## src/rtl/execute.sv

```systemverilog
// Execute stage: ALU/branch/store retire in one cycle; shifts, multiply and loads iterate.
// Latency 0 for single-cycle ops, n for shift-by-n, 8 for MUL, 2 for LD; stall_out holds decode meanwhile.
module execute (
  input  logic       clk,
  input  logic       rst_n,
  input  logic       in_valid,
  input  logic [7:0] opc_in,
  input  logic [1:0] dst_in,
  input  logic [7:0] data_a_in,
  input  logic [7:0] data_b_in,
  output logic       stall_out,
  output logic       wb_en,
  output logic [1:0] wb_addr,
  output logic [7:0] wb_data,
  output logic       mem_rd_en,
  output logic       mem_wr_en,
  output logic [7:0] mem_addr,
  output logic [7:0] mem_wr_data,
  input  logic [7:0] mem_rd_data,
  output logic       branch_wr_en,
  output logic [7:0] branch_wr,
  output logic       halted
);

  typedef enum logic [2:0] {IDLE, MULTI, LD1, LD2, HALT} state_t;
  typedef enum logic [1:0] {K_SHL, K_SHR, K_MUL} kind_t;

  state_t     state, state_d;
  kind_t      kind, kind_d;
  logic [7:0] acc, acc_d, mplier, mplier_d, prod, prod_d;
  logic [3:0] count, count_d;
  logic [1:0] dst_q, dst_d;
  logic       carry, carry_d, zero, zero_d;

  logic       wb_fire, mem_rd_en_d, mem_wr_en_d, branch_d;
  logic [7:0] wb_val, mem_addr_d, mem_wr_data_d, branch_wr_d;
  logic [1:0] wb_dst;

  logic [3:0] op;
  logic [2:0] shamt;
  logic [8:0] sum9, diff9;
  logic       accept;
  logic       unused_bits;

  assign op        = opc_in[7:4];
  assign shamt     = data_b_in[2:0];
  assign sum9      = {1'b0, data_a_in} + {1'b0, data_b_in};
  assign diff9     = {1'b0, data_a_in} - {1'b0, data_b_in};
  // The cycle carrying a taken-branch pulse squashes the wrong-path instruction.
  assign accept    = (state == IDLE) && in_valid && !branch_wr_en;
  assign stall_out = (state != IDLE);
  assign halted    = (state == HALT);
  assign unused_bits = ^{opc_in[3:0], zero};

  always_ff @(posedge clk or negedge rst_n) begin
    if (!rst_n) state <= IDLE;
    else        state <= state_d;
  end

  always_comb begin
    state_d = state;
    case (state)
      IDLE: begin
        if (accept) begin
          case (op)
            4'h6, 4'h7: if (shamt != 3'd0) state_d = MULTI;
            4'h8:       state_d = MULTI;
            4'hA:       state_d = LD1;
            4'hF:       state_d = HALT;
            default:    ;
          endcase
        end
      end
      MULTI:   if (count == 4'd1) state_d = IDLE;
      LD1:     state_d = LD2;
      LD2:     state_d = IDLE;
      HALT:    state_d = HALT;
      default: state_d = IDLE;
    endcase
  end

  always_comb begin
    wb_fire       = 1'b0;
    wb_val        = wb_data;
    wb_dst        = dst_q;
    mem_rd_en_d   = 1'b0;
    mem_wr_en_d   = 1'b0;
    mem_addr_d    = mem_addr;
    mem_wr_data_d = mem_wr_data;
    branch_d      = 1'b0;
    branch_wr_d   = branch_wr;
    carry_d       = carry;
    acc_d         = acc;
    mplier_d      = mplier;
    prod_d        = prod;
    count_d       = count;
    kind_d        = kind;
    dst_d         = dst_q;
    case (state)
      IDLE: begin
        if (accept) begin
          dst_d  = dst_in;
          wb_dst = dst_in;
          case (op)
            4'h1: begin wb_fire = 1'b1; wb_val = sum9[7:0];  carry_d = sum9[8];  end
            4'h2: begin wb_fire = 1'b1; wb_val = diff9[7:0]; carry_d = diff9[8]; end
            4'h3: begin wb_fire = 1'b1; wb_val = data_a_in & data_b_in; end
            4'h4: begin wb_fire = 1'b1; wb_val = data_a_in | data_b_in; end
            4'h5: begin wb_fire = 1'b1; wb_val = data_a_in ^ data_b_in; end
            4'h6, 4'h7: begin
              if (shamt == 3'd0) begin
                wb_fire = 1'b1;
                wb_val  = data_a_in;
              end else begin
                acc_d   = data_a_in;
                count_d = {1'b0, shamt};
                kind_d  = (op == 4'h6) ? K_SHL : K_SHR;
              end
            end
            4'h8: begin
              acc_d    = data_a_in;
              mplier_d = data_b_in;
              prod_d   = 8'd0;
              count_d  = 4'd8;
              kind_d   = K_MUL;
            end
            4'h9: begin wb_fire = 1'b1; wb_val = data_b_in; end
            4'hA: begin mem_rd_en_d = 1'b1; mem_addr_d = data_a_in; end
            4'hB: begin
              mem_wr_en_d   = 1'b1;
              mem_addr_d    = data_a_in;
              mem_wr_data_d = data_b_in;
            end
            4'hC: begin branch_d = 1'b1; branch_wr_d = data_a_in; end
            4'hD: if (data_b_in == 8'd0) begin branch_d = 1'b1; branch_wr_d = data_a_in; end
            4'hE: if (carry) begin branch_d = 1'b1; branch_wr_d = data_a_in; end
            default: ;
          endcase
        end
      end
      MULTI: begin
        // MUL: acc is the left-shifting multiplicand, mplier is consumed LSB first.
        case (kind)
          K_SHL:   acc_d = acc << 1;
          K_SHR:   acc_d = acc >> 1;
          default: begin
            if (mplier[0]) prod_d = prod + acc;
            acc_d    = acc << 1;
            mplier_d = mplier >> 1;
          end
        endcase
        count_d = count - 4'd1;
        if (count == 4'd1) begin
          wb_fire = 1'b1;
          wb_val  = (kind == K_MUL) ? prod_d : acc_d;
        end
      end
      LD2: begin
        wb_fire = 1'b1;
        wb_val  = mem_rd_data;
      end
      default: ;
    endcase
    zero_d = wb_fire ? (wb_val == 8'd0) : zero;
  end

  always_ff @(posedge clk or negedge rst_n) begin
    if (!rst_n) begin
      wb_en        <= 1'b0;
      wb_addr      <= 2'd0;
      wb_data      <= 8'd0;
      mem_rd_en    <= 1'b0;
      mem_wr_en    <= 1'b0;
      mem_addr     <= 8'd0;
      mem_wr_data  <= 8'd0;
      branch_wr_en <= 1'b0;
      branch_wr    <= 8'd0;
      carry        <= 1'b0;
      zero         <= 1'b0;
      acc          <= 8'd0;
      mplier       <= 8'd0;
      prod         <= 8'd0;
      count        <= 4'd0;
      kind         <= K_SHL;
      dst_q        <= 2'd0;
    end else begin
      wb_en        <= wb_fire;
      if (wb_fire) begin
        wb_addr <= wb_dst;
        wb_data <= wb_val;
      end
      mem_rd_en    <= mem_rd_en_d;
      mem_wr_en    <= mem_wr_en_d;
      mem_addr     <= mem_addr_d;
      mem_wr_data  <= mem_wr_data_d;
      branch_wr_en <= branch_d;
      branch_wr    <= branch_wr_d;
      carry        <= carry_d;
      zero         <= zero_d;
      acc          <= acc_d;
      mplier       <= mplier_d;
      prod         <= prod_d;
      count        <= count_d;
      kind         <= kind_d;
      dst_q        <= dst_d;
    end
  end

endmodule

```

## config.mk

```make
export PLATFORM = sky130hd
export DESIGN_NAME = execute
export DESIGN_NICKNAME = d
export VERILOG_FILES = /design/src/rtl/execute.sv
export SDC_FILE = /design/constraint.sdc
export NUM_CORES = 1
export LEC_CHECK = 0
export CAP_MARGIN = 15
export CELL_PAD_IN_SITES_DETAIL_PLACEMENT = 1
export CELL_PAD_IN_SITES_GLOBAL_PLACEMENT = 1
export CORE_ASPECT_RATIO = 1.4
export CORE_MARGIN = 2
export CORE_UTILIZATION = 45
export CTS_CLUSTER_SIZE = 10
export DETAILED_ROUTE_END_ITERATION = 10
export PLACE_DENSITY_LB_ADDON = 0.15
export SYNTH_ARGS = -nofsm -noshare
export SYNTH_HDL_FRONTEND = slang
export SYNTH_SLANG_ARGS = --single-unit
```

## constraint.sdc

```tcl
create_clock -name clk -period 3.5 [get_ports clk]
set_input_delay 0.7 -clock clk [delete_from_list [all_inputs] [get_ports clk]]
set_output_delay 0.7 -clock clk [all_outputs]
set_load 0.02 [all_outputs]
```

# After elaboration in Yosys (flattened, before gate mapping)
# Index checks and enable logic that the tools add are counted.
# classes
n_addsub,4
muxes,54
reduce_logical,28
eq_ne,35
n_bitwise,3
# op_table
cell,n
8-bit two-way mux,16
8-bit case mux with 2 select lines,4
8-bit case mux with 7 select lines,1
8-bit case mux with 3 select lines,2
4-bit == test (second input constant),8
3-bit case mux with 4 select lines,2
4-bit by 3-bit == test with 1-bit output (second input constant),4
4-bit case mux with 2 select lines,2
4-bit AND reduction,4
1-bit two-way mux,14
2-bit inequality test (second input constant),6
3-bit AND reduction,4
3-bit nonzero test,4
8-bit by 8-bit adder with 9-bit output,1
3-bit two-way mux,3
3-bit inequality test (second input constant),3
8-bit by 8-bit subtractor with 9-bit output,1
8-bit adder,1
8-bit AND,1
4-bit by 1-bit == test with 1-bit output (second input constant),2
4-bit by 2-bit == test with 1-bit output (second input constant),2
8-bit zero test,1
4-bit two-way mux,2
8-bit by 1-bit inequality test with 1-bit output (second input constant),1
other kinds (24),35
# word_totals
regBits,74
input_bits,37
output_inout_bits,40
elab_cells,141

# Longest topological paths before layout
# Gate-level depths: netlist of run 1.
# logic_depth
depth_word,6
mapped_depth,10
depth_no_buf,10

# Worst setup path before layout of run 1
# No wires, ideal clock.
# synth_path
path_type,input -> register
from,in data_a_in[3]
to,reg carry
slack_ps,854
arrival_ps,2509
setup_ps,137
stages,9
cell_sequence,inv_1 > ha_1 > buf_2 > nor2b_1 > a211oi_1 > o21ai_0 > a211o_1 > a2111oi_0 > nor3_1
# synth_via
elab_chain_len,2
elab_cells_between_ends,3
classes_between,add/sub (2); mux (1)
# synth_lines
element,line_no,text
"start, declared",9,"input logic [7:0] data_a_in,"
8-bit by 8-bit subtractor with 9-bit output / 8-bit by 8-bit adder with 9-bit output (equally long branches),"48, 47",
1-bit case mux with 2 select lines (*),104,case (op)
"end signal, assigned",198,carry <= carry_d;
"end, declared",33,"logic carry, carry_d, zero, zero_d;"
# Mark *: on every way between the ends. The rest lies on a longest branch, timed or not.
# A chain may end at the register's enable or synchronous reset.

# Final worst setup path of run 1
# layout_path
from,in data_a_in[0]
to,reg carry
# The elaborated chain is that of the path after synthesis.

==> impl_metrics.toml, run 1 <==
[grt]
grt_pass1_vias = 5740
grt_pass1_wl_mm = 30.3
grt_overflow = 0
track_usage = 0.314
antenna_found_initial = 0
grt_max_degree = 75

[synth]
syn_avg_cell_area_um2 = 8.35
synth_edf_count = 0
synth_ff_type = "dfrtp_1"
ys_top_cells_by_count = "dfrtp_1, nand2_1, o21ai_0"
ys_seq_area_frac = 0.351
synth_largest_area_cell = "dfrtp_1"
synthArstFlopShare = 1.00
synthCells = 632
yosysMostFrequentCell = "dfrtp_1"
synth.area.top_cells = "dfrtp_1, ha_1, o21ai_0, nand2_1, a21oi_1"
syn_nets = 705
synth_seq_cells = 74
ys_types = 61
syn-cell-area_mm2 = 0.00528
yosysTopAreaCellShare = 0.351
ys_warn_count = 0

[critical_path]
reg2reg_from = "state[1]"
r2r_end = "mplier[0]"
reg2reg_depth = 8
start_kind = "input port"
required_ps = 3710
crit_type = "in -> reg"
worstPathMaxFanout = 3
crit_arrival_ps = 3460
reg2reg_slack_ps = 910
critPathCaptureType = "flip-flop"

[final_layout]
finalNetCount = 791
n_antenna_cell = 0
final_util = 0.581
area_growth_pct = 25.6
multi_input_area_mm2 = 0.00311
n_fill_cell = 1384
seqCellArea_mm2 = 0.00185
drive_above_1_share = 0.0913
fin_area_mm2 = 0.00662

[route]
routed_wl_mm = 19.0
wire_per_inst_um = 21.9
vias = 5319
dr.first_iter.drc_count = 280
dr.pass1.iters = 4
drc_errors = 0
avgViaCountPerCell = 6.13
postRouteAntennaNets = 0

[timing]
final.period_utilization = 0.927
worst_pin_slew_ps = 999
fmax_mhz = 308
clock_skew_ps = 6.93
drv_slew = 0
max-slew-margin-rel = 0.334
finalHoldViolCount = 0
rsz0062_at_grt = "false"
post-route-min-period_ps = 3250
finalSetupViolCount = 0

[clock_tree]
cts_tree = "yes"
clockRootBuffer = "clkbuf_16"
cts_resized = 0
cts-buffers-inserted = 9
cts_buffer_depth = 2
cts_htree_levels = 3
post_cts_buffers = 0
ctsHoldBuffers = 0
clk_latency_ps = 340
clkTransAtPathRegs_ps = 60
cts.sinks = 74

[floorplan]
die_w_um = 95.5
design.portCount = 77
core-area_mm2 = 0.0114
fp-row-count = 46
dieArea_mm2 = 0.0126
start_util = 0.463
die_h_um = 132

[worst_hold_path]
holdPathEnd = "dst_q[1]"
min_path_type = "reg -> reg"
hold_depth = 2
hp-start = "dst_q[1]"

[place]
place_area_mm2 = 0.00633
port_buffers = 72
gp_congestion = 0.934
hpwl_mm = 14.4

[pwr]
power_w = 0.00520
p_leak_nw = 2.93
ir_worst_vdd_uv = 420
powerDensity_mw_per_mm2 = 785

[job]
cap_violations = 0

[status]
status = "complete, no violations"
[flip-flops by register name, indices dropped and copies added (netlist names), 2 cells and up]
register	flops
kind	2
mem_addr	8
dst_q	2
state	3
prod	8
count	4
mem_wr_data	8
wb_addr	2
wb_data	8
mplier	8
branch_wr	8
acc	8
[placed cells by master (no fill, tap or decap), types with 7 or more instances in the layout]
cell / count
ha_1: 33
dfrtp_1: 74
nand2b_1: 15
nand2_1: 65
a31oi_1: 14
a21oi_1: 40
a21o_1: 7
a211oi_1: 12
xnor2_1: 7
buf_4: 43
mux2i_1: 10
o21a_1: 9
a22o_1: 7
clkdlybuf4s50_1: 71
o31ai_1: 7
clkbuf_16: 9
o21ai_0: 54
o211ai_1: 9
o22ai_1: 13
nor2b_1: 10
nor2_1: 40
inv_1: 40
nand3_1: 15
nor3_1: 20
[final cells by class]
cell class,count,area share
clock buffer,12,0.0372
clock inverter,4,0.00774
inverter,40,0.0227
multi-input combinational,479,0.470
sequential,74,0.280
tap,144,0.0272
timing repair buffer,114,0.156
[routing by layer]
| layer | track usage | up-vias | part of all wire |
|---|---|---|---|
| met5 | 0 | - | 0 |
| met4 | 0.179 | 0 | 0.052 |
| met3 | 0.0555 | 61 | 0.048 |
| met2 | 0.553 | 173 | 0.53 |
| met1 | 0.344 | 2639 | 0.37 |
| li1 | - | 2446 | - |
[per-stage QoR]
stage                     TNS [ps]  setup slack, ps  std cells  hold slack, ps
after floorplan                  0              854        632             404
after global placement           0             50.7        851             452
after detailed placement     -49.8            -49.8        851             468
after CTS                        0              305        867             483
after global routing             0              120        867             509
final                            0              254        867             478
[critical path: stages]
cell and delay (ps):
clkdlybuf4s50_1 580, inv_1 100, ha_1 240, inv_1 70, fa_1 210, nand2b_1 100
a211oi_1 450, o21ai_0 160, a211o_1 340, a2111oi_0 390, nor3_1 110
[how the worst max path moves through the flow]
stage | start | to
after floorplan | data_a_in[3] | carry
after global placement | data_a_in[0] | carry
after detailed placement | data_a_in[0] | carry
after CTS | data_a_in[0] | carry
after global routing | data_a_in[0] | carry
final | data_a_in[0] | carry
[cell families (layout without fill, tap and decap cells)]
family / Yosys count / after routing / synth area share
muxes: 12 / 12 / 0.0232
and+or+nand+nor: 205 / 205 / 0.193
DFF: 74 / 74 / 0.351
buffers and inverters: 79 / 170 / 0.0593
xor gates and xnor gates: 13 / 13 / 0.0216
adders and majority gates: 36 / 36 / 0.0897
AOI/OAI and AO/OA: 213 / 213 / 0.262
[where the power goes]
group	switching (W)	internal [W]
Sequential	0.000315	0.00124
Combinational	0.00156	0.00114
Clock	0.000377	0.000573
(Power assumes the default switching activity.)
==> run 2, diff against run 1 <==
- REMOVE_ABC_BUFFERS: unset -> 1
==> run 2 against run 1 <==
  * Register-to-register slack better by 180 ps
  * Utilization is 0.92 points higher
  * Count of clock-buffer cells in the layout is 1 lower
  * Via count is 0.24% lower
  * Sequential power hardly changed
  * Sequential share of layout area is 0.44 points lower
  * Non-clock buffer count is 12 higher
  * Cell area is 1.6% higher
  * Critical path depth is 2 lower
  * Hold slack better by 3.2 ps
  * Die area stayed put
  * Critical endpoint unchanged
==> impl_metrics.toml, run 2 (same netlist as run 1, synthesis figures left out) <==
[status]
status = "complete, no violations"

[route]
wire_per_inst_um = 21.7
dr.pass1.iters = 5
avgViaCountPerCell = 6.04
drc_errors = 0
routed_wl_mm = 19.1
dr.first_iter.drc_count = 309
postRouteAntennaNets = 0
vias = 5306

[timing]
clock_skew_ps = 9.80
rsz0062_at_grt = "false"
post-route-min-period_ps = 3280
drv_slew = 0
fmax_mhz = 305
final.period_utilization = 0.936
worst_pin_slew_ps = 970
finalHoldViolCount = 0
worst_slack_ps = 224
finalSetupViolCount = 0
max-slew-margin-rel = 0.353

[grt]
antenna_found_initial = 0
grt_max_degree = 75
grt_pass1_vias = 5749
grt_pass1_wl_mm = 30.4
grt_overflow = 0
track_usage = 0.314

[clock_tree]
cts_tree = "yes"
cts_buffer_depth = 2
ctsHoldBuffers = 0
cts-buffers-inserted = 9
post_cts_buffers = 0
clk_latency_ps = 350
cts_resized = 0
cts.sinks = 74
clkTransAtPathRegs_ps = 60
cts_htree_levels = 3
clockRootBuffer = "clkbuf_16"

[worst_hold_path]
holdPathEnd = "branch_wr[4]"
hp-start = "branch_wr[4]"
min_path_type = "reg -> reg"
hold_depth = 2

[final_layout]
mostFrequentLayoutCells = "dfrtp_1, clkdlybuf4s50_1, nand2_1"
fin_area_mm2 = 0.00673
area_growth_pct = 27.6
final_util = 0.590
drive_above_1_share = 0.109
n_antenna_cell = 0
n_fill_cell = 1366
final_common_cell = "dfrtp_1"
finalNetCount = 803

[critical_path]
worstPathMaxFanout = 7
crit_type = "in -> reg"
slowest_delay_ps = 600
cp_num_buf_inv = 2
start_kind = "input port"
reg2reg_from = "state[0]"
path_cells = "clkdlybuf4s50_1 -> inv_1 -> ha_1 -> nand2b_1 -> a211oi_1 -> o21ai_0 -> a211o_1 -> a2111oi_0 -> nor3_1"
r2r_end = "mem_wr_data[7]"
critPathCaptureType = "flip-flop"
reg2reg_depth = 5
reg2reg_slack_ps = 1090
crit_arrival_ps = 3490
slowest_stage = "a211oi_1"
critPathTopFamily = "compound AO/OA/AOI/OAI gates"
required_ps = 3710

[place]
place_area_mm2 = 0.00642
gp_congestion = 0.921
pre_cts_ws_ps = -96.2
port_buffers = 72
hpwl_mm = 14.5

[floorplan]
start_util = 0.463
die_h_um = 132
fp-row-count = 46
design.portCount = 77
die_w_um = 95.5
dieArea_mm2 = 0.0126
core-area_mm2 = 0.0114

[pwr]
switching_share = 0.430
powerDensity_mw_per_mm2 = 775
power_switching_w = 0.00224
ir_worst_vdd_uv = 462
p_int_w = 0.00297
clkPwrFrac = 0.188
p_leak_nw = 2.99
power_frac_seq = 0.299
pwr-share-comb = 0.513

[job]
cap_violations = 0
==> run 2: cell types whose count changed in the layout (fill, tap and decap cells not counted) <==
cell      previous run  this run
inv_6                0         1
clkbuf_1             2         0
buf_4               43        55
clkbuf_8             1         2
==> run 2: stage by stage <==
step,std cells,total power (W),TNS [ps],hold WS [ps]
after floorplan,593,0.00309,0,404
after global placement,863,0.00408,0,450
after detailed placement,863,0.00424,-96.2,467
after CTS,879,0.00524,0,482
after global routing,879,0.00558,0,498
final,879,0.00521,0,481
==> run 2: power groups by stage <==
stage          combinational (W)  clock [W]  sequential (W)
2_1_floorplan            0.00137          0         0.00172
3_3_place_gp             0.00255          0         0.00154
3_5_place_dp             0.00267          0         0.00157
4_1_cts                  0.00269   0.000992         0.00156
5_1_grt                  0.00294    0.00103         0.00161
6_report                 0.00268   0.000982         0.00156
==> run 2: layer usage <==
layer / track usage / vias to the layer above / part of all wire
met3: 0.0635 / 61 / 0.045
met4: 0.156 / 0 / 0.047
met2: 0.547 / 174 / 0.53
li1: - / 2467 / -
met5: 0 / - / 0
met1: 0.358 / 2604 / 0.38
==> run 2: worst max-delay path by stage <==
stage | from | to | cells after the start | slack, ps
global placement | data_a_in[0] | carry | 11 | 20
floorplan | state[0] | mplier[7] | 5 | 800
finish | data_a_in[2] | carry | 9 | 220
CTS | data_a_in[2] | carry | 9 | 290
detailed placement | data_a_in[2] | carry | 9 | -100
global route | data_a_in[2] | carry | 9 | 90
==> run 2: worst register-to-register path, delay by kind of cell (launching register included) <==
kind             cells  cell delay (ps)
AO/OA/AOI/OAI        1              430
AND/OR/NAND/NOR      4             1420
flip-flops           1              460
==> run 2: layout make-up <==
cell class / count / area [µm²] / share of cell area
multi-input cells: 479 / 3110 / 0.462
flip-flops and latches: 74 / 1850 / 0.275
repair buffers: 126 / 1120 / 0.167
clock buffers: 11 / 253 / 0.0376
well taps: 144 / 180 / 0.0268
inverters: 40 / 150 / 0.0223
clock inverters: 5 / 60.1 / 0.00893
